**config.mk**
```make
export PLATFORM = sky130hd
export DESIGN_NAME = decode_stage
export DESIGN_NICKNAME = d
export VERILOG_FILES = /design/src/rtl/cpu_types_pkg.sv /design/src/rtl/imm_extender.sv /design/src/rtl/decode_stage.sv
export SDC_FILE = /design/constraint.sdc
export NUM_CORES = 1
export LEC_CHECK = 0
export ABC_AREA = 1
export CAP_MARGIN = 10
export CELL_PAD_IN_SITES_DETAIL_PLACEMENT = 1
export CELL_PAD_IN_SITES_GLOBAL_PLACEMENT = 1
export CORE_MARGIN = 2
export CORE_UTILIZATION = 33
export CTS_CLUSTER_SIZE = 14
export DETAILED_ROUTE_END_ITERATION = 10
export PLACE_DENSITY = 0.94
export SLEW_MARGIN = 30
export SYNTH_ARGS = -nofsm -noshare
export SYNTH_HDL_FRONTEND = slang
export SYNTH_HIERARCHICAL = 1
export SYNTH_SLANG_ARGS = --single-unit
```
**constraint.sdc**
```tcl
create_clock -name CLK -period 3.4 [get_ports CLK]
set_input_delay 0.68 -clock CLK [delete_from_list [all_inputs] [get_ports CLK]]
set_output_delay 0.68 -clock CLK [all_outputs]
set_load 0.01 [all_outputs]
```
**src/rtl/cpu_types_pkg.sv**
```systemverilog
// cpu_types_pkg: shared word, register-select, opcode/funct and ID/EX types
package cpu_types_pkg;
  typedef logic [31:0] word_t;
  typedef logic [4:0]  regbits_t;
  typedef enum logic [5:0] {
    OP_RTYPE = 6'h00,
    OP_J     = 6'h02,
    OP_JAL   = 6'h03,
    OP_BEQ   = 6'h04,
    OP_BNE   = 6'h05,
    OP_ADDI  = 6'h08,
    OP_ADDIU = 6'h09,
    OP_SLTI  = 6'h0A,
    OP_SLTIU = 6'h0B,
    OP_ANDI  = 6'h0C,
    OP_ORI   = 6'h0D,
    OP_XORI  = 6'h0E,
    OP_LUI   = 6'h0F,
    OP_LW    = 6'h23,
    OP_SW    = 6'h2B,
    OP_HALT  = 6'h3F
  } opcode_t;
  typedef enum logic [5:0] {
    FN_SLL  = 6'h00,
    FN_SRL  = 6'h02,
    FN_JR   = 6'h08,
    FN_ADDU = 6'h21,
    FN_SUBU = 6'h23,
    FN_AND  = 6'h24,
    FN_OR   = 6'h25,
    FN_XOR  = 6'h26,
    FN_NOR  = 6'h27,
    FN_SLT  = 6'h2A,
    FN_SLTU = 6'h2B
  } funct_t;
  typedef struct packed {
    logic       valid;
    word_t      pc4;
    word_t      rdat1;
    word_t      rdat2;
    word_t      imm;
    logic [4:0] shamt;
    logic [5:0] opcode;
    logic [5:0] funct;
    regbits_t   rs;
    regbits_t   rt;
    regbits_t   wsel;
    logic       regwrite;
    logic       memread;
    logic       memwrite;
  } idex_t;
  localparam regbits_t LINK_REG = 5'd31;
  // I-type ALU opcodes occupy 6'h08..6'h0F
  function automatic logic is_itype_alu(input logic [5:0] op);
    return op[5:3] == 3'b001;
  endfunction
endpackage

```
**src/rtl/imm_extender.sv**
```systemverilog
// imm_extender: widens the 16-bit immediate by opcode (zero, sign or LUI shift)
module imm_extender
  import cpu_types_pkg::*;
(
  input  logic [5:0]  opcode,
  input  logic [15:0] imm16,
  output word_t       imm
);
  // logical immediates zero-extend, LUI shifts up, everything else sign-extends
  always_comb
    imm = (opcode == OP_LUI) ? {imm16, 16'h0000} :
          (opcode inside {OP_ANDI, OP_ORI, OP_XORI}) ? {16'h0000, imm16} :
          {{16{imm16[15]}}, imm16};
endmodule

```
**src/rtl/decode_stage.sv**
```systemverilog
// decode_stage: MIPS ID stage with load-use detection and the ID/EX pipeline register
module decode_stage
  import cpu_types_pkg::*;
#(
  parameter logic [5:0] HALT_OP     = 6'h3F,
  parameter bit         LU_STALL_EN = 1'b1
) (
  input  logic       CLK,
  input  logic       nRST,
  input  logic       if_valid,
  input  word_t      if_instr,
  input  word_t      if_pc4,
  output regbits_t   rsel1,
  output regbits_t   rsel2,
  input  word_t      rdat1,
  input  word_t      rdat2,
  input  logic       ex_ready,
  input  logic       flush,
  output logic       stall_id,
  output logic       idex_valid,
  output word_t      idex_pc4,
  output word_t      idex_rdat1,
  output word_t      idex_rdat2,
  output word_t      idex_imm,
  output logic [4:0] idex_shamt,
  output logic [5:0] idex_opcode,
  output logic [5:0] idex_funct,
  output regbits_t   idex_rs,
  output regbits_t   idex_rt,
  output regbits_t   idex_wsel,
  output logic       idex_regwrite,
  output logic       idex_memread,
  output logic       idex_memwrite,
  output logic       halt
);
  logic [5:0] op, fn;
  regbits_t   rs, rt, rd, wsel;
  word_t      imm;
  logic       is_r, is_ld, is_st, is_ialu, is_jal, wr_raw, uses_rt, lu, load_new;
  idex_t      q, d;
  assign op       = if_instr[31:26];
  assign rs       = if_instr[25:21];
  assign rt       = if_instr[20:16];
  assign rd       = if_instr[15:11];
  assign fn       = if_instr[5:0];
  assign rsel1    = rs;
  assign rsel2    = rt;
  assign is_r     = op == OP_RTYPE;
  assign is_ld    = op == OP_LW;
  assign is_st    = op == OP_SW;
  assign is_jal   = op == OP_JAL;
  assign is_ialu  = is_itype_alu(op);
  assign uses_rt  = is_r | is_st | (op == OP_BEQ) | (op == OP_BNE);
  imm_extender u_imm (
    .opcode (op),
    .imm16  (if_instr[15:0]),
    .imm    (imm)
  );
  // destination select and raw write enable; $0 writes are suppressed below
  always_comb begin
    wsel   = is_r ? rd : is_jal ? LINK_REG : (is_ld | is_ialu) ? rt : '0;
    wr_raw = (is_r & (fn != FN_JR)) | is_ld | is_ialu | is_jal;
  end
  // load-use: the load in ID/EX produces a register this instruction reads
  always_comb
    lu = LU_STALL_EN & if_valid & q.valid & q.memread & (q.wsel != '0) &
         ((q.wsel == rs) | (uses_rt & (q.wsel == rt)));
  // flush wins and never stalls; otherwise any hold or bubble holds IF/ID too
  always_comb begin
    stall_id = !flush & (!ex_ready | halt | lu);
    load_new = !flush & ex_ready & !halt & !lu;
  end
  // assemble the next ID/EX entry from the decoded fields
  always_comb begin
    d          = '0;
    d.valid    = if_valid;
    d.pc4      = if_pc4;
    d.rdat1    = rdat1;
    d.rdat2    = rdat2;
    d.imm      = imm;
    d.shamt    = if_instr[10:6];
    d.opcode   = op;
    d.funct    = fn;
    d.rs       = rs;
    d.rt       = rt;
    d.wsel     = wsel;
    d.regwrite = wr_raw & (wsel != '0);
    d.memread  = is_ld;
    d.memwrite = is_st;
  end
  // ID/EX register: bubble on flush/halt/load-use, hold when execute is busy
  always_ff @(posedge CLK or negedge nRST)
    if (!nRST) begin
      q    <= '0;
      halt <= 1'b0;
    end else if (flush) begin
      q    <= '0;
    end else if (ex_ready) begin
      q    <= load_new ? d : '0;
      halt <= halt | (load_new & if_valid & (op == HALT_OP));
    end
  assign idex_valid    = q.valid;
  assign idex_pc4      = q.pc4;
  assign idex_rdat1    = q.rdat1;
  assign idex_rdat2    = q.rdat2;
  assign idex_imm      = q.imm;
  assign idex_shamt    = q.shamt;
  assign idex_opcode   = q.opcode;
  assign idex_funct    = q.funct;
  assign idex_rs       = q.rs;
  assign idex_rt       = q.rt;
  assign idex_wsel     = q.wsel;
  assign idex_regwrite = q.regwrite;
  assign idex_memread  = q.memread;
  assign idex_memwrite = q.memwrite;
endmodule

```
== Yosys cells after proc, flatten, opt, wreduce, memory -nomap -nowiden ==
Index checks and enable logic that the tools add are counted.
Storage, ports and cells
  output and inout bits: 176
  input port bits: 133
  logic and storage cells: 72
  register bits after elaboration: 165
Operators by class
  reduce and logical (&&, ||, !) cells: 10
  equal/unequal tests: 14
  mux-type cells: 8
  bitwise operators: 25
Operators with widths (number)
  $mux 164: 3
  $mux 32: 2
  $eq 6x4->1 const B: 4
  $eq 6x6->1 const B: 3
  $mux 5: 3
  $and 1x1->1: 13
  $eq 6x3->1 const B: 2
  $or 1x1->1: 11
  $eq 5x5->1: 2
  $reduce_bool 5->1: 2
  $eq 6x2->1 const B: 1
  $logic_not 6->1: 1
  $ne 6x4->1 const B: 1
  $logic_not 1->1: 4
  $eq 3x1->1 const B: 1
  $reduce_bool 3->1: 1
  $reduce_and 2->1: 1
  $reduce_bool 2->1: 1
  $not 1->1: 1

== Longest topological paths before layout ==
Gate-level depths: netlist of run 1.
  depth in word-level cells: 12
  depth in mapped cells: 11

== Hierarchy ==
Netlist of run 1, hierarchy kept.
By module, submodules not included
  decode_stage: times used 1, cells an instance 791, area an instance 6906.6 µm², sequential area each 4129.0 µm²
  imm_extender: times used 1, cells an instance 63, area an instance 374.1 µm², sequential area each 0.0 µm²

== Least setup slack after synthesis of run 1 ==
OpenSTA, ideal clock, no wires.
  path kind: input port to output port
  start point: input port if_instr[28]
  end point: output port stall_id
  cell stages on the path: 9
  data required time: 2720 ps
  data arrival time: 1778 ps
  slack: 942 ps
  cell sequence: nor2_2 > nand3_2 > nand3_1 > nand3_1 > nand2_2 > nand2_4 > buf_6 > buf_6 > a31oi_1
On the way
  word-level cells in the longest chain between the ends: 9
  elaborated cells on any way between the ends: 12
  classes of those cells: eq/ne: 3; bitwise: 8; reduce/logical: 1
RTL lines
  from (decl): line decode_stage.sv:11  | input word_t if_instr,
  $eq 6x6->1 or $logic_not 6->1 (tied branches): line decode_stage.sv:50, decode_stage.sv:48
  $or 1x1->1 (2 in series): line decode_stage.sv:53  | assign uses_rt = is_r | is_st | (op == OP_BEQ) | (op == OP_BNE);
  $or 1x1->1 (*): line decode_stage.sv:53
  $and 1x1->1 (*): line decode_stage.sv:67  | ((q.wsel == rs) | (uses_rt & (q.wsel == rt)));
  $or 1x1->1 (*): line decode_stage.sv:67
  $and 1x1->1 (*): line decode_stage.sv:66  | lu = LU_STALL_EN & if_valid & q.valid & q.memread & (q.wsel != '0) &
  $or 1x1->1 (*): line decode_stage.sv:70  | stall_id = !flush & (!ex_ready | halt | lu);
  $and 1x1->1 (*): line decode_stage.sv:70
  to (decl): line decode_stage.sv:19  | output logic stall_id,
Every way passes the cells marked *; elsewhere a longest branch is shown, timed or not.

== Worst setup path after layout of run 1 ==
  start point: input port if_instr[29]
  end point: output port stall_id
The elaborated chain is that of the path after synthesis.

==> reports/results.txt, run 1 <==
Remaining DRCs - 0
CP max stage delay - 0.56 ns
Sw Ratio - 25.0%
critical path's slowest cell - clkdlybuf4s50_1
setup repair bufs after CTS - 0
CTS Root Cell - clkbuf_16
HP Class - input port to async pin
P_leak - 0.00550 µW
Slew Viols, Final - 0
max_slew headroom - 48.5%
final worst slack - 0.420 ns
MaxCap Viol Count - 0
Pre-antenna DRT Iters - 5
Die Y - 153 µm
count leader, synth - nand2_1
#FFs+latches synth - 165
Avg Vias per Cell - 4.98
# nets final - 1,271
Psw - 1040 µW
ys async rst share - 100%
first-pass GRT wire length - 43,200 µm
CP most frequent cell - nand3_1
largest net degree at the start of global routing - 109
Final Hold Viols - 0
# rows - 54
Comb power frac - 8.6%
CTS tree - built
synth warn - 6
sequential fraction of the synthesis area - 56.7%
worst IR drop on VDD - 0.315 mV
Final Skew - 0.00924 ns
Sequential Power Share - 47.1%
syn nets - 987
leading cell types by count after synthesis - 346 x nand2_1, 169 x nand3_1, 165 x dfrtp_1
fmax - 336 MHz
Syn Inst Count - 854
mean post-synth cell area - 8.53 µm²
GRT Total Usage - 23.3%
DR vias - 7,130
layout cell share with drive strength beyond 1 - 6.26%
Clk pwr share - 44.3%
WL/cell - 19.0 µm
Core Region - 21,800 µm²
worst hold margin - 0.294 ns
RD Place Congestion - 0.833
FF-to-FF setup slack - 0.99 ns
Clock transition at path regs - 0.07 ns
final WL - 27,200 µm
R2R Path Start - idex_wsel[2]$_DFFE_PN0P_
Synth top area share - 56.7%
Internal Pwr Total - 3120 µW
Syn-to-layout area delta - 53.2%
Chip Width - 153 µm
Netlist Area Pre-Place - 7280 µm²
setup total negative slack - 0 ns
dpl ws - 0.0287 ns
Detail Route Antenna Nets - 0
antenna violations before repair - 0
CP Launch Type - input port
Final Critical Period - 2.98 ns
Max FO, Critical Path - 5
Crit Path Category - input port to output port
largest area contributor in the netlist - dfrtp_1
top cells by area, synth - dfrtp_1 57%, nand2_1 18%, nand3_1 12%, buf_6 1.7%, a21boi_0 1.3%
number of top-level pins - 309
H-Tree Depth - 4
fillcell total - 2,551
Reg2Reg Depth - 9
fin crit share - 87.7%
Synth cell types - 32
number of flops mapped to enable cells by yosys - 0
vias in the first global route - 7,840
CTS Buf Count - 17
Worst EP required - 2.72 ns
DP Wirelength - 19,800 µm
PD cells - 374 nW/µm²
Skew-Pair Late Insertion Delay - 0.41 ns
arrival time worst endpoint - 2.30 ns
RSZ-0062 raised after global routing - no
CP Capture Type - output port
Port Buffer Count - 308
Initial Util - 33.5%
Worst Max-Slew Pin Slew - 0.772 ns
ys flop type - dfrtp_1
Final setup viols - 0
die area - 23,300 µm²
deepest clock path buffer count - 2
Starting DRT DRC Count - 289
status - finished clean
r2r endpoint - idex_regwrite$_DFFE_PN0P_
total grt overflow - 0
Antenna diodes - 0
CTS sink cnt - 165
ordered cell list for the critical path - clkdlybuf4s50_1 > inv_1 > nor2_1 > nand3_1 > nand3_1 > nand3_1 > nand2_2 > nand2_4 > a31oi_1 > dlymetal6s2s_1
per-layer routing:
| layer | vias to the layer above | global-route usage (%) | wire, µm |
|---|---|---|---|
| li1 | 3302 | - | - |
| met1 | 3546 | 27.5 | 11000 |
| met2 | 239 | 41.7 | 14000 |
| met3 | 43 | 5.60 | 1510 |
| met4 | 0 | 7.45 | 750 |
| met5 | - | 0 | 0 |
registers in the layout, summed over array words and instances, names as in the netlist, 6 cells and up:
register and flops:
idex_imm 32, idex_pc4 32, idex_rdat1 32, idex_rdat2 32, idex_funct 6, idex_opcode 6
layout make-up:
class                           count  area [µm²]  area share [%]
Clock inverter                     14         120            1.08
Multi-Input combinational cell    596        2670            24.0
Timing Repair Buffer              332        3340            30.0
Sequential cell                   165        4130            37.0
Clock buffer                       18         439            3.94
Tap cell                          280         350            3.14
Inverter                           26        97.6           0.875
cell families (layout without fill, tap and decap cells):
kind of cell,after synthesis,in the layout,share of synthesized area [%]
compound gates,49,49,4.06
xor+xnor,6,6,0.722
buf+inv,93,390,6.77
flops,165,165,56.7
simple gates,541,541,31.7
worst max path at each step:
| stage | start | to | slack (ns) | cells past startpoint |
|---|---|---|---|---|
| 2_1_floorplan | if_instr[28] | stall_id | 0.94 | 9 |
| 3_3_place_gp | if_instr[31] | stall_id | 0.07 | 10 |
| 3_5_place_dp | if_instr[31] | stall_id | 0.03 | 10 |
| 4_1_cts | if_instr[31] | stall_id | 0.02 | 10 |
| 5_1_grt | if_instr[29] | stall_id | 0.30 | 10 |
| 6_report | if_instr[29] | stall_id | 0.42 | 10 |
worst max-delay path: cells and delay by family:
kind | cells | cell delay, ns
and+or+nand+nor | 6 | 0.64
buffers and inverters | 3 | 0.86
AOI/OAI and AO/OA | 1 | 0.12
per-stage QoR:
stage	std cells	instance area [µm²]	utilization [%]	total power, µW
floorplan	854	7280	-	2090
CTS	1431	11100	51.2	4220
detailed placement	1399	10600	48.7	2360
finish	1431	11200	51.3	4170
global placement	1399	10600	48.7	2350
global route	1431	11200	51.3	4330
timing repair:
item,4_1_cts,5_1_grt
setup endpoints to repair,0,1
endpoints found under the hold margin,0,0
gates resized for setup,0,2
hold buffers,0,0
power groups by stage:
| stage | Sequential, µW | Combinational, µW | Clock (µW) |
|---|---|---|---|
| floorplan | 2000 | 93.4 | 0 |
| global placement | 2000 | 353 | 0 |
| detailed placement | 2000 | 361 | 0 |
| CTS | 1960 | 363 | 1890 |
| global route | 1960 | 388 | 1980 |
| finish | 1960 | 357 | 1850 |
cell usage in the layout, fill, tap and decap left out, drive strengths merged:
| master | n |
|---|---|
| a21boi | 16 |
| a21oi | 5 |
| a31oi | 1 |
| buf | 25 |
| clkbuf | 18 |
| clkdlybuf4s50 | 306 |
| clkinv | 7 |
| clkinvlp | 2 |
| dfrtp | 165 |
| dlymetal6s2s | 1 |
| inv | 31 |
| nand2 | 350 |
| nand3 | 170 |
| nand4 | 2 |
| nor2 | 13 |
| nor3 | 3 |
| nor3b | 1 |
| o21ai | 22 |
| o21bai | 2 |
| o22ai | 3 |
| or2 | 2 |
| xnor2 | 3 |
| xor2 | 3 |
Note: power is estimated with default switching activity, not from simulation.
==> inputs of run 2 (changes only) <==
HOLD_SLACK_MARGIN = 0.05   (was default)
SKIP_CTS_REPAIR_TIMING = 1   (was default)
==> results of run 2 <==
Final layout, timing and power as in run 1 (identical DEF).
==> inputs of run 3 (changes only) <==
CORE_UTILIZATION = 30   (was 33)
PLACE_DENSITY = 0.87   (was 0.94)
==> run 3 against run 2 <==
Clock skew grew 0.0014 ns. Final cell count up 3.7%. Final area up 0.89%. Flip-flop and latch count did not move. Global-route usage shrank 1.7 points. Critical path depth stayed put. Sequential power hardly changed. Hold slack lost 0.024 ns. Sequential share of layout area is 0.33 points lower. First-iteration DRC count grew 47%. Clock power is 3% higher. Register-to-register slack got worse by 0.06 ns.
==> reports/results.txt, run 3 (synthesized netlist as in run 1, its figures left out) <==
Sw Ratio - 24.6% (-0.40 points)
Worst EP required - 2.72 ns (about the same)
Pre-antenna DRT Iters - 4 (-1)
commonest non-fill, non-tap cell in the layout - nand2_1
commonest non-fill, non-tap cells in the layout - 346 x nand2_1, 306 x clkdlybuf4s50_1, 169 x nand3_1
CTS Buf Count - 17 (unchanged)
Crit Path Category - input port to output port
number of top-level pins - 309 (unchanged)
r2r endpoint - idex_pc4[5]$_DFFE_PN0P_
Port Buffer Count - 308 (unchanged)
Remaining DRCs - 0 (unchanged)
max_slew headroom - 51.6% (+3.1 points)
CTS tree - built
DR vias - 7,108 (-0.31%)
Worst Max-Slew Pin Slew - 0.726 ns (-0.0458 ns)
Skew-Pair Late Insertion Delay - 0.43 ns (+0.02 ns)
antenna violations before repair - 1 (+1)
Slew Viols, Final - 0 (unchanged)
CP Launch Type - input port
total grt overflow - 0 (unchanged)
arrival time worst endpoint - 2.37 ns (+0.07 ns)
first-pass GRT wire length - 43,500 µm (+0.73%)
placed cells - 1,451 (+3.7%)
fin crit share - 89.6% (+2.0 points)
fillcell total - 2,831 (+11%)
layout cell share with drive strength beyond 1 - 6.73% (+0.47 points)
Final Hold Viols - 0 (unchanged)
P_leak - 0.00552 µW (+0.46%)
Chip Width - 160 µm (+4.8%)
WL/cell - 18.5 µm (-3.0%)
MaxCap Viol Count - 0 (unchanged)
deepest clock path buffer count - 2 (unchanged)
largest net degree at the start of global routing - 130 (+19%)
vias in the first global route - 7,723 (-1.5%)
status - finished clean
die area - 25,500 µm² (+9.7%)
final WL - 27,400 µm (+0.63%)
Final Critical Period - 3.05 ns (+0.0668 ns)
Psw - 1040 µW (about the same)
Sequential Power Share - 46.4% (-0.7 points)
HP Class - input port to async pin
GRT Total Usage - 21.6% (-1.7 points)
Starting DRT DRC Count - 424 (+47%)
PD cells - 376 nW/µm² (+0.67%)
Die Y - 160 µm (+4.8%)
CP Capture Type - output port
post-route insts no fill - 1,484 (+3.7%)
Clk pwr share - 45.1% (+0.8 points)
# rows - 57 (+5.6%)
Core Region - 24,100 µm² (+11%)
DP Wirelength - 19,700 µm (-0.55%)
Avg Vias per Cell - 4.79 (-3.9%)
setup total negative slack - 0 ns (unchanged)
Syn-to-layout area delta - 54.5%
CTS Root Cell - clkbuf_16
Final setup viols - 0 (unchanged)
Internal Pwr Total - 3190 µW (+2.1%)
fmax - 328 MHz (-2.2%)
Max FO, Critical Path - 3 (-2)
Initial Util - 30.2% (-3.3 points)
Clock transition at path regs - 0.07 ns (about the same)
FF-to-FF setup slack - 0.93 ns (-0.06 ns)
Final Skew - 0.0106 ns (+0.00139 ns)
CTS sink cnt - 165 (unchanged)
worst IR drop on VDD - 0.254 mV (-19%)
RSZ-0062 raised after global routing - no
Detail Route Antenna Nets - 0 (unchanged)
H-Tree Depth - 4 (unchanged)
RD Place Congestion - 0.866 (+4.0%)
R2R Path Start - idex_wsel[4]$_DFFE_PN0P_
# nets final - 1,279 (+0.63%)
Comb power frac - 8.6% (about the same)
Reg2Reg Depth - 9 (unchanged)
[run 3: changes by cell type in the layout (fill, tap and decap cells not counted), sizes merged]
cell / previous run / this run
inv: 31 / 30
buf: 25 / 33
diode: 0 / 1
clkbuf: 18 / 19
bufinv: 0 / 1
clkinvlp: 2 / 4
clkinv: 7 / 4
[run 3: final cells by class]
cell class,count,area [µm²],area share (%)
Antenna cell,1,2.50,0.0222
Clock buffer,19,443,3.94
Clock inverter,13,125,1.11
Inverter,26,97.6,0.867
Multi-Input combinational cell,596,2670,23.7
Sequential cell,165,4130,36.7
Tap cell,324,405,3.60
Timing Repair Buffer,340,3380,30.0
[run 3: critical path: stages]
cell and delay [ns]:
clkdlybuf4s50_1 0.52, inv_2 0.06, nor2_1 0.14, nand3_1 0.13, nand3_1 0.13, nand3_1 0.17
nand2_2 0.13, nand2_4 0.05, a31oi_1 0.14, dlymetal6s2s_1 0.21
[run 3: power groups by stage]
| stage | registers (µW) | clock network, µW | logic, µW |
|---|---|---|---|
| 2_1_floorplan | 2000 | 0 | 93.4 |
| 3_3_place_gp | 2000 | 0 | 362 |
| 3_5_place_dp | 2000 | 0 | 369 |
| 4_1_cts | 1960 | 1960 | 370 |
| 5_1_grt | 1960 | 2040 | 394 |
| 6_report | 1960 | 1910 | 363 |
[run 3: per-layer routing]
metal / share of wire, % / vias up / wire length (µm) / global-route usage (%)
met5: 0 / - / 0 / 0
met4: 2.8 / 0 / 756 / 7.70
met3: 6.1 / 39 / 1670 / 5.27
met2: 49 / 239 / 13500 / 37.2
met1: 42 / 3507 / 11400 / 26.4
li1: - / 3323 / - / -
[run 3: metrics by stage]
stage	cell area (µm²)	util, %	hold WS [ns]	setup WS [ns]	power [µW]
4_1_cts	11200	46.7	0.312	-0.0359	4290
5_1_grt	11300	46.7	0.326	0.199	4400
2_1_floorplan	7280	-	0.384	0.942	2090
3_5_place_dp	10700	44.3	0.464	-0.0353	2370
6_report	11300	46.7	0.270	0.353	4230
3_3_place_gp	10700	44.3	0.461	-0.0103	2360
[run 3: worst max path at each step]
stage                  from       end  slack, ns  cells after the start
4_1_cts        if_instr[31]  stall_id      -0.04                     10
3_3_place_gp   if_instr[19]  stall_id      -0.01                      9
2_1_floorplan  if_instr[28]  stall_id       0.94                      9
5_1_grt        if_instr[31]  stall_id       0.20                     10
6_report       if_instr[31]  stall_id       0.35                     10
3_5_place_dp   if_instr[31]  stall_id      -0.04                     10
==> variant 1: new RTL, config.mk and constraints of run 1 <==
Change the parameter `LU_STALL_EN` from 1'b1 to 1'b0.
--- a/src/rtl/decode_stage.sv
+++ b/src/rtl/decode_stage.sv
@@ -3,7 +3,7 @@
   import cpu_types_pkg::*;
 #(
   parameter logic [5:0] HALT_OP     = 6'h3F,
-  parameter bit         LU_STALL_EN = 1'b1
+  parameter bit         LU_STALL_EN = 1'b0
 ) (
   input  logic       CLK,
   input  logic       nRST,
Formal check against the unedited RTL: not equivalent (Yosys sat finds a counterexample within 4 cycles, from zero or initial values and one cycle with nRST low).
==> variant 1 against run 1 <==
- first-iteration DRC count fell by 30%
- worst setup slack improved by 350 ps
- largest power group unchanged
- final area fell by 7.2%
- sequential cell count did not move
- critical path depth fell by 7
- synthesized area fell by 11%
- critical endpoint unchanged
- power rose by 1.1%
- hold slack got worse by 51 ps
- routed wire length fell by 11%
==> variant 1: results (changes against run 1) <==
[run_status]
outcome = finished clean  ; unchanged

[synthesis]
yosysWarningCount = 6  ; unchanged
yosys-top-cells-count = 165 x dfrtp_1, 151 x a22o_1, 43 x nand2_1  ; was 346 x nand2_1, 169 x nand3_1, 165 x dfrtp_1
synth_fa_ha_area_share_pct = 0  ; unchanged
synthMuxAreaShare_pct = 0  ; unchanged
synth-xor-area-share_pct = 0  ; was 0.7218%
ys_seq_area_share_pct = 63.47  ; was 56.71%
synth_compound_area_share_pct = 23.35  ; was 4.056%
syn-num-nets = 636  ; was 987
synthArstFlopShare_pct = 100.0  ; unchanged
yosysUniqueCellTypes = 27  ; was 32
synth_area_leaders = dfrtp_1 63%, a22o_1 20%, nand2_1 2.5%  ; was dfrtp_1 57%, nand2_1 18%, nand3_1 12%
synthCells = 503  ; was 854

[grt]
track_usage_pct = 22.47  ; was 23.27%
antenna_found_initial = 2  ; was 0
grt_max_degree = 70  ; was 109
grt_pass1_wl_um = 35450  ; was 43190 um
grt_pass1_vias = 5978  ; was 7840

[critical_path]
slowest_delay_ps = 560  ; about the same
path_max_fanout = 3  ; was 5
crit_arrival_ps = 1950  ; was 2300 ps
cp_slowest_cell = clkdlybuf4s50_1  ; unchanged

[layout]
final_nets = 925  ; was 1271
fillerInstances = 2018  ; was 2551
fin_cells = 1072  ; was 1431
final_layout_size_suffix_gt1_share_pct = 7.578  ; was 6.255%

[power_and_ir_drop]
peakVddDrop_mv = 0.2904  ; was 0.3149 mV
leakagePower_nw = 4.603  ; was 5.496 nW

[timing]
worst_pin_slew_ps = 837.1  ; was 772.3 ps
skew_ps = 11.40  ; was 9.241 ps

[placed_design]
numPortBuffers = 308  ; unchanged
place_congestion = 0.7530  ; was 0.8327
hpwl_um = 17480  ; was 19800 um
dp_cells = 1038  ; was 1399

[clock_network]
cts_buffers = 17  ; unchanged
cts.clk_slew.worst_paths_ps = 70  ; about the same
ctsResizeCount = 0  ; unchanged
root_buffer = clkbuf_16  ; unchanged
insertion_delay_ps = 420
cts_max_path_buffers = 2  ; unchanged
cts_setup_buffers = 0  ; unchanged
htreeDepth = 4  ; unchanged

[route]
first_pass_iters = 4  ; was 5
vias = 5565  ; was 7130
avgRoutedWirePerCell_um = 22.51  ; was 19.02 um
drt_iter0_drc = 203  ; was 289

[worst_hold_path]
hp-class = in -> async  ; unchanged

## variant 1: changes by cell type after synthesis, moves of 6 or more
cell,run 1,this run
o21ai_1,10,1
buf_4,11,19
buf_1,12,0
nand2_1,346,43
buf_6,11,5
clkbuf_1,19,0
buf_2,12,26
inv_1,25,11
nand3_1,169,25
a22o_1,0,151
## variant 1: critical path, delay by kind of cell
| kind | cells | cell delay, ps |
|---|---|---|
| AOI/OAI and AO/OA | 1 | 180 |
| buffers and inverters | 2 | 1090 |
## variant 1: cell type report
| type | count | area [um^2] | share of cell area (%) |
|---|---|---|---|
| multi-input cells | 273 | 1999 | 19.31 |
| flip-flops and latches | 165 | 4129 | 39.88 |
| repair buffers | 322 | 3252 | 31.41 |
| diodes | 2 | 5.005 | 0.04834 |
| clock buffers | 21 | 470.5 | 4.544 |
| well taps | 265 | 331.6 | 3.203 |
| clock inverters | 11 | 116.4 | 1.124 |
| inverters | 13 | 48.80 | 0.4714 |
## variant 1: per-layer routing
metal	vias to the layer above	wire (um)	global-route usage, %
met2	250	12140	39.06
li1	2429	-	-
met3	47	2215	7.980
met1	2839	9092	25.10
met5	-	0	0
met4	0	690	9.096
## variant 1: logic make-up (layout without fill, tap and decap cells)
family          Yosys count  count (layout)
simple gates             94              94
compound gates          179             179
buf+inv                  65             367
other cells               0               2
flops                   165             165
## variant 1: power breakdown
part / switching (W) / internal [W] / leakage (nW) / total, W
registers: 0 / 0.00196 / 2.30 / 0.00196
clock network: 0.000839 / 0.00108 / 0.284 / 0.00192
logic: 0.000160 / 0.000169 / 2.02 / 0.000329
## variant 1: stage by stage
stage | hold WS, ps | total power (W) | setup WS (ps) | instance area [um^2]
after floorplan | 384.4 | 0.002087 | 1822 | 6505
final | 243.1 | 0.004214 | 768.9 | 10350
after global routing | 277.9 | 0.004351 | 748.6 | 10350
after CTS | 257.2 | 0.004259 | 755.7 | 10350
after detailed placement | 468.9 | 0.002330 | 755.3 | 9761
after global placement | 468.5 | 0.002322 | 778.1 | 9761
## variant 1: path summary, 6_finish.rpt
check	start	to	slack (ps)	cells past startpoint
setup / recovery	flush	stall_id	770	3
hold / removal	nRST	idex_funct[1]	240	1
setup reg to reg	halt	idex_rdat2[12]	1600	3
hold reg to reg	idex_funct[3]	idex_funct[3]	490	2
max in group asynchronous	nRST	idex_pc4[13]	2180	2
min in group CLK	idex_funct[3]	idex_funct[3]	490	2
==> variant 2: new RTL, settings of run 1 <==
Made on the original files. Reset style: synchronous (`nRST`), changed in one clocked block.
--- a/src/rtl/decode_stage.sv
+++ b/src/rtl/decode_stage.sv
@@ -89,7 +89,7 @@
     d.memwrite = is_st;
   end
   // ID/EX register: bubble on flush/halt/load-use, hold when execute is busy
-  always_ff @(posedge CLK or negedge nRST)
+  always_ff @(posedge CLK)
     if (!nRST) begin
       q    <= '0;
       halt <= 1'b0;
Check against the original RTL: differs if nRST is asserted again (counterexample within 4 cycles, from zero or initial values and one cycle with nRST low); with nRST held inactive, the same outputs for 4 cycles.
==> variant 2 against run 1 <==
- synthesized cell count up 5.0%
- sequential cell count stayed put
- largest cell class is now non-clock buffers
- routed wire length grew 2.7%
- largest power group is now the clock network
- power increased by 9.3%
- worst setup slack improved by 27 ps
- clock power is 8% higher
- sequential share of layout area shrank 6.2 points
- final area fell by 3.8%
- hold slack gained 170 ps
- final cell count is 0.91% higher
- via count rose by 5.2%
- synthesized area fell by 3.8%
==> variant 2: results (changes against run 1) <==
[run_status]
outcome = finished clean  ; unchanged

[grt]
grtUsageMet2_pct = 42.22  ; was 41.74%
track_usage_pct = 24.26  ; was 23.27%
grtUsageMet3_pct = 7.317  ; was 5.603%
grt_max_degree = 166  ; was 109
grt_pass1_wl_um = 42240  ; was 43190 um
met1_usage_pct = 27.47  ; was 27.52%
grt_pass1_vias = 7695  ; was 7840

[critical_path]
path_max_fanout = 3  ; was 5
slowest_delay_ps = 490  ; was 560 ps
crit_arrival_ps = 2270  ; was 2300 ps

[synthesis]
syn-num-nets = 1030  ; was 987
synth_compound_area_share_pct = 14.10  ; was 4.056%
synth_flop_cell = dfxtp_1  ; was dfrtp_1
yosysUniqueCellTypes = 31  ; was 32
synth_area_leaders = dfxtp_1 47%, a21oi_1 12%, nand2_1 11%  ; was dfrtp_1 57%, nand2_1 18%, nand3_1 12%
yosys-top-cells-count = 212 x nand2_1, 168 x a21oi_1, 165 x dfxtp_1  ; was 346 x nand2_1, 169 x nand3_1, 165 x dfrtp_1
ys_seq_area_share_pct = 47.18  ; was 56.71%
synth-xor-area-share_pct = 0.7505  ; was 0.7218%
synthCells = 897  ; was 854
synthArstFlopShare_pct = 0  ; was 100.0%

[power_and_ir_drop]
leakagePower_nw = 3.683  ; was 5.496 nW
p_clk_w = 0.00200  ; was 0.00185 W
switching_share_pct = 25.54  ; was 24.99%
power_frac_seq_pct = 43.7  ; was 47.1%
peakVddDrop_mv = 0.3166  ; was 0.3149 mV

[timing]
slew_headroom_pct = 42.48  ; was 48.51%
skew_ps = 10.62  ; was 9.241 ps

[route]
dr_wl_met2_um = 13920  ; was 13970 um
m1WireLength_um = 10940  ; was 10990 um
first_pass_iters = 4  ; was 5
drt_iter0_drc = 354  ; was 289
vias = 7498  ; was 7130
wl_met3_um = 1994  ; was 1511 um
totalWireLength_um = 27950  ; was 27220 um

[layout]
final_layout_size_suffix_gt1_share_pct = 7.528  ; was 6.255%
final_nets = 1289  ; was 1271
fin_cells = 1444  ; was 1431
fillerInstances = 2528  ; was 2551

[placed_design]
hpwl_um = 19310  ; was 19800 um
place_congestion = 0.7513  ; was 0.8327
preCtsSetupSlack_ps = -19.63  ; was 28.71 ps
place_area_um2 = 10130  ; was 10590 um^2

[worst_hold_path]
hp-class = reg -> reg  ; was in -> async

[clock_network]
ctsResizeCount = 1  ; was 0

[variant 2: cell types whose count changed after synthesis, sizes merged, moves of 5 or more]
cell / before / now
clkbuf: 21 / 38
nand3b: 0 / 5
dfxtp: 0 / 165
a21oi: 5 / 168
o21ai: 22 / 4
buf: 46 / 51
nand3: 170 / 178
nand2: 350 / 217
dfrtp: 165 / 0
inv: 26 / 16
[variant 2: path summary, 6_finish.rpt]
path | start | endpoint | slack (ps) | cells past startpoint
min reg2reg | idex_rdat2[24] | idex_rdat2[24] | 470 | 2
min | idex_rdat2[24] | idex_rdat2[24] | 470 | 2
max | if_instr[31] | stall_id | 450 | 10
max reg2reg | idex_wsel[2] | halt | 1150 | 8
[variant 2: area by class of cell]
type                       count  area [um^2]  share of cell area (%)
clock buffer                  19        452.9                   4.221
clock inverter                13        145.1                   1.352
inverter                      16        62.56                  0.5830
multi-input combinational    627         3105                   28.94
sequential                   165         3303                   30.78
tap                          275        344.1                   3.206
timing repair buffer         329         3318                   30.92
